--- config.mk ---
export PLATFORM = sky130hd
export DESIGN_NAME = serial_sort_engine_flat
export DESIGN_NICKNAME = d
export VERILOG_FILES = /design/src/rtl/serial_sort_engine_if.sv /design/src/rtl/serial_sort_engine.sv /design/src/flat_wrapper.sv
export SDC_FILE = /design/constraint.sdc
export NUM_CORES = 1
export LEC_CHECK = 0
export CORE_MARGIN = 10
export CORE_UTILIZATION = 60
export CTS_BUF_LIST = sky130_fd_sc_hd__clkbuf_8
export CTS_CLUSTER_SIZE = 14
export DETAILED_ROUTE_END_ITERATION = 8
export PLACE_DENSITY = 0.8
export SYNTH_ARGS = -nofsm -noshare
export SYNTH_HDL_FRONTEND = slang
export SYNTH_SLANG_ARGS = --single-unit
export TNS_END_PERCENT = 20
--- constraint.sdc ---
create_clock -name clk -period 4.05 [get_ports clk]
set_input_delay 0.81 -clock clk [delete_from_list [all_inputs] [get_ports clk]]
set_output_delay 0.81 -clock clk [all_outputs]
set_load 0.05 [all_outputs]
--- src/rtl/serial_sort_engine_if.sv ---
// Stream bundle for the serial sort engine: unsorted keys in, sorted keys out.
// The master side is the producer/consumer pair, the slave side is the engine.
interface serial_sort_engine_if #(
  parameter int DATA_WIDTH = 8
);
  logic [DATA_WIDTH-1:0] in_data;
  logic                  in_valid;
  logic                  in_last;
  logic                  in_ready;
  logic [DATA_WIDTH-1:0] out_data;
  logic                  out_valid;
  logic                  out_last;
  logic                  out_ready;

  modport master (
    output in_data, in_valid, in_last, out_ready,
    input  in_ready, out_data, out_valid, out_last
  );

  modport slave (
    input  in_data, in_valid, in_last, out_ready,
    output in_ready, out_data, out_valid, out_last
  );
endinterface

--- src/rtl/serial_sort_engine.sv ---
// Streaming insertion sorter: DEPTH compare/shift cells keep the frame sorted
// as keys arrive; cell 0 is always the head and is streamed out while draining.
module serial_sort_engine #(
  parameter  int DATA_WIDTH = 8,
  parameter  int DEPTH      = 8,
  localparam int CW         = $clog2(DEPTH + 1)
) (
  input  logic                  clk,
  input  logic                  reset,
  input  logic                  flush,
  input  logic                  descending,
  serial_sort_engine_if.slave   bus,
  output logic [CW-1:0]         count,
  output logic                  busy
);

  typedef enum logic [1:0] {
    IDLE  = 2'd0,
    LOAD  = 2'd1,
    DRAIN = 2'd2
  } state_t;

  state_t                state_r;
  state_t                nxt_state_s;
  logic [CW-1:0]         count_r;
  logic [CW-1:0]         nxt_count_s;
  logic                  order_r;
  logic                  ready_r;
  logic                  out_valid_r;
  logic                  out_last_r;
  logic                  busy_r;
  logic                  ready_nxt_s;
  logic                  valid_nxt_s;
  logic                  last_nxt_s;
  logic                  busy_nxt_s;

  logic [DATA_WIDTH-1:0] key_r [DEPTH];
  logic [DEPTH-1:0]      vld_r;

  logic                  accept_s;
  logic                  xfer_s;
  logic                  ord_s;
  logic [DEPTH-1:0]      move_s;
  logic [DEPTH-1:0]      move_dn_s;
  logic [DEPTH-1:0]      vld_dn_s;
  logic [DEPTH-1:0]      vld_up_s;
  logic [DEPTH*DATA_WIDTH-1:0] key_flat_s;
  logic [DEPTH*DATA_WIDTH-1:0] key_dn_s;
  logic [DEPTH*DATA_WIDTH-1:0] key_up_s;

  assign accept_s = bus.in_valid && ready_r;
  assign xfer_s   = out_valid_r && bus.out_ready;

  // The order register is only meaningful once a frame has started; the
  // very first key of a frame lands in an empty array, so the live input is used.
  assign ord_s = (state_r == IDLE) ? descending : order_r;

  // Neighbour views of the cell array: *_dn_s is what cell i sees from cell
  // i-1 (shift toward tail), *_up_s from cell i+1 (shift toward head).
  assign move_dn_s = {move_s[DEPTH-2:0], 1'b0};
  assign vld_dn_s  = {vld_r[DEPTH-2:0], 1'b1};
  assign vld_up_s  = {1'b0, vld_r[DEPTH-1:1]};
  assign key_dn_s  = {key_flat_s[(DEPTH-1)*DATA_WIDTH-1:0], {DATA_WIDTH{1'b0}}};
  assign key_up_s  = {{DATA_WIDTH{1'b0}}, key_flat_s[DEPTH*DATA_WIDTH-1:DATA_WIDTH]};

  // Flatten the cell keys so neighbour selects never index outside the array.
  always_comb begin
    key_flat_s = '0;
    for (int i = 0; i < DEPTH; i++) begin
      key_flat_s[i*DATA_WIDTH +: DATA_WIDTH] = key_r[i];
    end
  end

  // Per-cell compare: a valid cell that must make room for the new key.
  // Strict comparison places equal keys behind earlier arrivals (stable).
  always_comb begin
    move_s = '0;
    for (int i = 0; i < DEPTH; i++) begin
      if (vld_r[i]) begin
        if (ord_s) begin
          move_s[i] = key_r[i] < bus.in_data;
        end else begin
          move_s[i] = key_r[i] > bus.in_data;
        end
      end else begin
        move_s[i] = 1'b0;
      end
    end
  end

  // Next-state logic for the frame lifecycle.
  always_comb begin
    nxt_state_s = state_r;
    case (state_r)
      IDLE: begin
        if (accept_s) begin
          if (bus.in_last) begin
            nxt_state_s = DRAIN;
          end else begin
            nxt_state_s = LOAD;
          end
        end else begin
          nxt_state_s = IDLE;
        end
      end
      LOAD: begin
        if (accept_s && (bus.in_last || (count_r == CW'(DEPTH - 1)))) begin
          nxt_state_s = DRAIN;
        end else begin
          nxt_state_s = LOAD;
        end
      end
      DRAIN: begin
        if (xfer_s && (count_r == CW'(1))) begin
          nxt_state_s = IDLE;
        end else begin
          nxt_state_s = DRAIN;
        end
      end
      default: nxt_state_s = IDLE;
    endcase
  end

  // Output decode: next values of the registered status/handshake outputs.
  always_comb begin
    nxt_count_s = count_r;
    if (accept_s) begin
      nxt_count_s = count_r + CW'(1);
    end else if (xfer_s) begin
      nxt_count_s = count_r - CW'(1);
    end else begin
      nxt_count_s = count_r;
    end
    ready_nxt_s = (nxt_state_s != DRAIN);
    valid_nxt_s = (nxt_state_s == DRAIN);
    last_nxt_s  = (nxt_state_s == DRAIN) && (nxt_count_s == CW'(1));
    busy_nxt_s  = (nxt_state_s != IDLE);
  end

  // State, count, order and registered outputs; reset outranks flush.
  always_ff @(posedge clk) begin
    if (!reset || flush) begin
      state_r     <= IDLE;
      count_r     <= '0;
      order_r     <= 1'b0;
      ready_r     <= 1'b0;
      out_valid_r <= 1'b0;
      out_last_r  <= 1'b0;
      busy_r      <= 1'b0;
    end else begin
      state_r     <= nxt_state_s;
      count_r     <= nxt_count_s;
      ready_r     <= ready_nxt_s;
      out_valid_r <= valid_nxt_s;
      out_last_r  <= last_nxt_s;
      busy_r      <= busy_nxt_s;
      if ((state_r == IDLE) && accept_s) begin
        order_r <= descending;
      end
    end
  end

  // Cell array: insert with shift toward tail on accept, shift toward head on transfer.
  always_ff @(posedge clk) begin
    if (!reset || flush) begin
      for (int i = 0; i < DEPTH; i++) begin
        key_r[i] <= '0;
      end
      vld_r <= '0;
    end else if (accept_s) begin
      for (int i = 0; i < DEPTH; i++) begin
        if (move_dn_s[i]) begin
          key_r[i] <= key_dn_s[i*DATA_WIDTH +: DATA_WIDTH];
          vld_r[i] <= 1'b1;
        end else if (move_s[i]) begin
          key_r[i] <= bus.in_data;
        end else if (!vld_r[i] && vld_dn_s[i]) begin
          key_r[i] <= bus.in_data;
          vld_r[i] <= 1'b1;
        end
      end
    end else if (xfer_s) begin
      for (int i = 0; i < DEPTH; i++) begin
        key_r[i] <= key_up_s[i*DATA_WIDTH +: DATA_WIDTH];
        vld_r[i] <= vld_up_s[i];
      end
    end
  end

  assign bus.in_ready  = ready_r;
  assign bus.out_data  = key_r[0];
  assign bus.out_valid = out_valid_r;
  assign bus.out_last  = out_last_r;
  assign count         = count_r;
  assign busy          = busy_r;

endmodule

--- src/flat_wrapper.sv ---
// flat-port wrapper written by rule: the top's interface ports become plain ports
module serial_sort_engine_flat 
#(
  parameter  int DATA_WIDTH = 8,
  parameter  int DEPTH      = 8,
  localparam int CW         = $clog2(DEPTH + 1)
)
  (clk, reset, flush, descending, count, busy, bus_in_data, bus_in_valid, bus_in_last, bus_out_ready, bus_in_ready, bus_out_data, bus_out_valid, bus_out_last);
  serial_sort_engine_if #(.DATA_WIDTH(DATA_WIDTH)) bus_i ();
  input  logic clk;
  input  logic reset;
  input  logic flush;
  input  logic descending;
  output logic [CW-1:0] count;
  output logic busy;
  input wire logic [$bits(bus_i.in_data)-1:0] bus_in_data;
  input wire logic [$bits(bus_i.in_valid)-1:0] bus_in_valid;
  input wire logic [$bits(bus_i.in_last)-1:0] bus_in_last;
  input wire logic [$bits(bus_i.out_ready)-1:0] bus_out_ready;
  output wire logic [$bits(bus_i.in_ready)-1:0] bus_in_ready;
  output wire logic [$bits(bus_i.out_data)-1:0] bus_out_data;
  output wire logic [$bits(bus_i.out_valid)-1:0] bus_out_valid;
  output wire logic [$bits(bus_i.out_last)-1:0] bus_out_last;
  assign bus_i.in_data = bus_in_data;
  assign bus_i.in_valid = bus_in_valid;
  assign bus_i.in_last = bus_in_last;
  assign bus_i.out_ready = bus_out_ready;
  assign bus_in_ready = bus_i.in_ready;
  assign bus_out_data = bus_i.out_data;
  assign bus_out_valid = bus_i.out_valid;
  assign bus_out_last = bus_i.out_last;
  serial_sort_engine #(.DATA_WIDTH(DATA_WIDTH), .DEPTH(DEPTH)) u_core (.clk(clk), .reset(reset), .flush(flush), .descending(descending), .bus(bus_i), .count(count), .busy(busy));
endmodule
==> run metrics <==
clock tree from TritonCTS=yes; startpoint-to-endpoint class of the critical path=in2reg; drt first pass iters=7; shortest period the worst path allows=3.57 ns; fraction of registers with async set or reset after synthesis=0%; outcome=finished, final reports clean; commonest non-fill, non-tap cell in the layout=sky130_fd_sc_hd__ha_1; Max Clock Skew=0.0131 ns; leading cell types in the layout, fill and taps excluded=sky130_fd_sc_hd__ha_1 (67), sky130_fd_sc_hd__edfxtp_1 (56), sky130_fd_sc_hd__nand2_1 (55); Post-synth EDFFs=56; layout overhead on the synthesized area=11.5%; count of endpoints failing hold in the final timing report=0; worst path required time=4.15 ns; number of global-route vias before repair=5000; total length of routed wires=15.2 mm; ANT nets after route=0; Final Hold Slack=0.479 ns; static leakage power=0.00263 uW; number of synthesized register bits=83; overflow left after global routing=0; post-synthesis sequential area ratio=38.2%; crit end category=flip-flop; most used flip-flop cell after synthesis=sky130_fd_sc_hd__edfxtp_1; final HPWL from detailed placement=11.6 mm; type of the most critical hold path=reg2reg; share of the cycle needed by the critical path after routing=88.2%; post-CTS resize count=0; port buffer count=30; vias per std cell=6.45; final routed DRC violation total=0; data arrival time of the critical path=3.67 ns; netlist area before placement=5820 sq um; Worst-path clk slew=0.09 ns; routability cong.=0.880; Max Freq=0.280 GHz; total power after layout=1760 uW; pin count of the biggest net entering global routing=31; clock tree sinks=83; largest fanout on the critical path=8; Avg Cell Area, Syn=9.77 sq um; effective utilization at floorplan=62.3%; Setup violations, final=0; Die X=118 microns; die outline height=118 microns; Worst setup SP type=input pin; core utilization of the finished layout=69.5%; final setup TNS=0 ns; actual transition at the worst max-transition pin=1.09 ns; H-tree levels=3; Max-cap violations=0; total global-route track usage=21.4%; net count reported at finish=713; Power Dens Cells=272 nW/um^2; Clk Latency, worst-skew pair=0.36 ns; Placement Rows=35; Filler cells=719; number of antenna violations at the first check in global routing=0; number of instances in the synthesized netlist=595; number of buffers inserted during clock tree synthesis=9; largest buffer count on any clock path=2; number of top-level pins=31; Core Box Area=9330 sq um; post-CTS setup buffer count=0; WL per Instance=19.9 microns; worst vdd ir=0.000154 V; area of all placed cells without fillers=6480 sq um; final max-slew violation count=0; final antenna diode count=0; Die ar.=14000 sq um; RSZ-0062 raised after global routing=false; Yosys warning count=0; first-pass GRT wire length=25.0 mm; number of vias after detailed routing=4931; share of cells above drive strength 1=9.59%; Max transition margin=27.3%; cts-stage hold buffer count=0; area of placed instances=6320 sq um; number of library cell types mapped by synthesis=56; Synth Net Count=677; number of DRC violations after detailed-routing iteration 0=513; Root Driver=sky130_fd_sc_hd__clkbuf_8
## cell usage after synthesis, drive strengths merged (14+ instances only)
master | instances | share of area, %
nand2 | 55 | 3.5
a211oi | 21 | 3.2
a21oi | 54 | 5.0
o21ai | 45 | 3.9
mux2i | 42 | 7.2
nand4 | 17 | 1.8
edfxtp | 56 | 29
inv | 26 | 1.7
clkbuf | 22 | 1.4
nor2 | 38 | 2.6
ha | 67 | 14
buf | 14 | 1.8
dfxtp | 27 | 9.3
## worst paths after layout
path	startpoint	end	slack, ns	cells after the start
worst max-delay path	bus_in_data[1]	u_core.key_r[0][37]$_DFFE_PP_	0.48	13
worst max register to register	u_core.state_r[1]$_SDFF_PN0_	u_core.key_r[0][31]$_SDFFCE_PN0P_	0.96	8
worst min-delay path	u_core.order_r$_SDFFE_PN0P_	u_core.order_r$_SDFFE_PN0P_	0.48	2
worst min register to register	u_core.order_r$_SDFFE_PN0P_	u_core.order_r$_SDFFE_PN0P_	0.48	2
## registers in the layout (all words and copies together), names as in the netlist
signal                flops
u_core.key_r             64
u_core.vld_r              8
u_core.count              4
u_core.state_r            2
u_core.bus.in_ready       1
u_core.bus.out_last       1
u_core.bus.out_valid      1
u_core.busy               1
u_core.order_r            1
## stage by stage
| stage | setup WS, ns | std cells |
|---|---|---|
| final | 0.478 | 765 |
| after global routing | 0.220 | 765 |
| after CTS | 0.482 | 765 |
| after detailed placement | 0.113 | 749 |
| after global placement | 0.170 | 749 |
| after floorplan | 0.442 | 595 |
## worst max-delay path, cell delays in order
cell,delay [ns]
sky130_fd_sc_hd__clkdlybuf4s50_1,0.48
sky130_fd_sc_hd__inv_1,0.11
sky130_fd_sc_hd__buf_4,0.19
sky130_fd_sc_hd__ha_1,0.30
sky130_fd_sc_hd__nor2b_1,0.13
sky130_fd_sc_hd__o211ai_1,0.15
sky130_fd_sc_hd__a21oi_1,0.10
sky130_fd_sc_hd__o221ai_1,0.36
sky130_fd_sc_hd__a31oi_1,0.20
sky130_fd_sc_hd__a211oi_4,0.22
sky130_fd_sc_hd__buf_4,0.23
sky130_fd_sc_hd__mux2i_1,0.27
sky130_fd_sc_hd__o21ai_1,0.10
## kinds of logic (layout without fill, tap and decap cells)
logic type / after synthesis / after routing / synth area share [%]
mux: 45 / 45 / 7.81
flops: 83 / 83 / 38.2
compound gates: 185 / 185 / 21.9
simple gates: 150 / 150 / 12.3
fa+ha+maj: 67 / 67 / 14.4
xor+xnor: 3 / 3 / 0.452
buf+inv: 62 / 103 / 4.91
## layout make-up
| class | count | area, sq um | share of cell area [%] |
|---|---|---|---|
| clock buffer | 9 | 124 | 1.91 |
| timing repair buffer | 61 | 533 | 8.22 |
| tap | 129 | 161 | 2.49 |
| sequential | 83 | 2220 | 34.3 |
| clock inverter | 7 | 36.3 | 0.560 |
| multi-input combinational | 450 | 3310 | 51.0 |
| inverter | 26 | 97.6 | 1.51 |
## power breakdown
part           switching (uW)  internal [uW]
clock                     310            216
sequential               33.1            933
combinational             166            102
## layer usage
metal	track usage, %	vias up	share of wire [%]
met4	7.10	0	1.9
met5	0	-	0
li1	-	2328	-
met2	35.1	197	48
met1	27.6	2384	44
met3	4.28	22	6.4
Note: power is estimated with default switching activity, not from simulation.
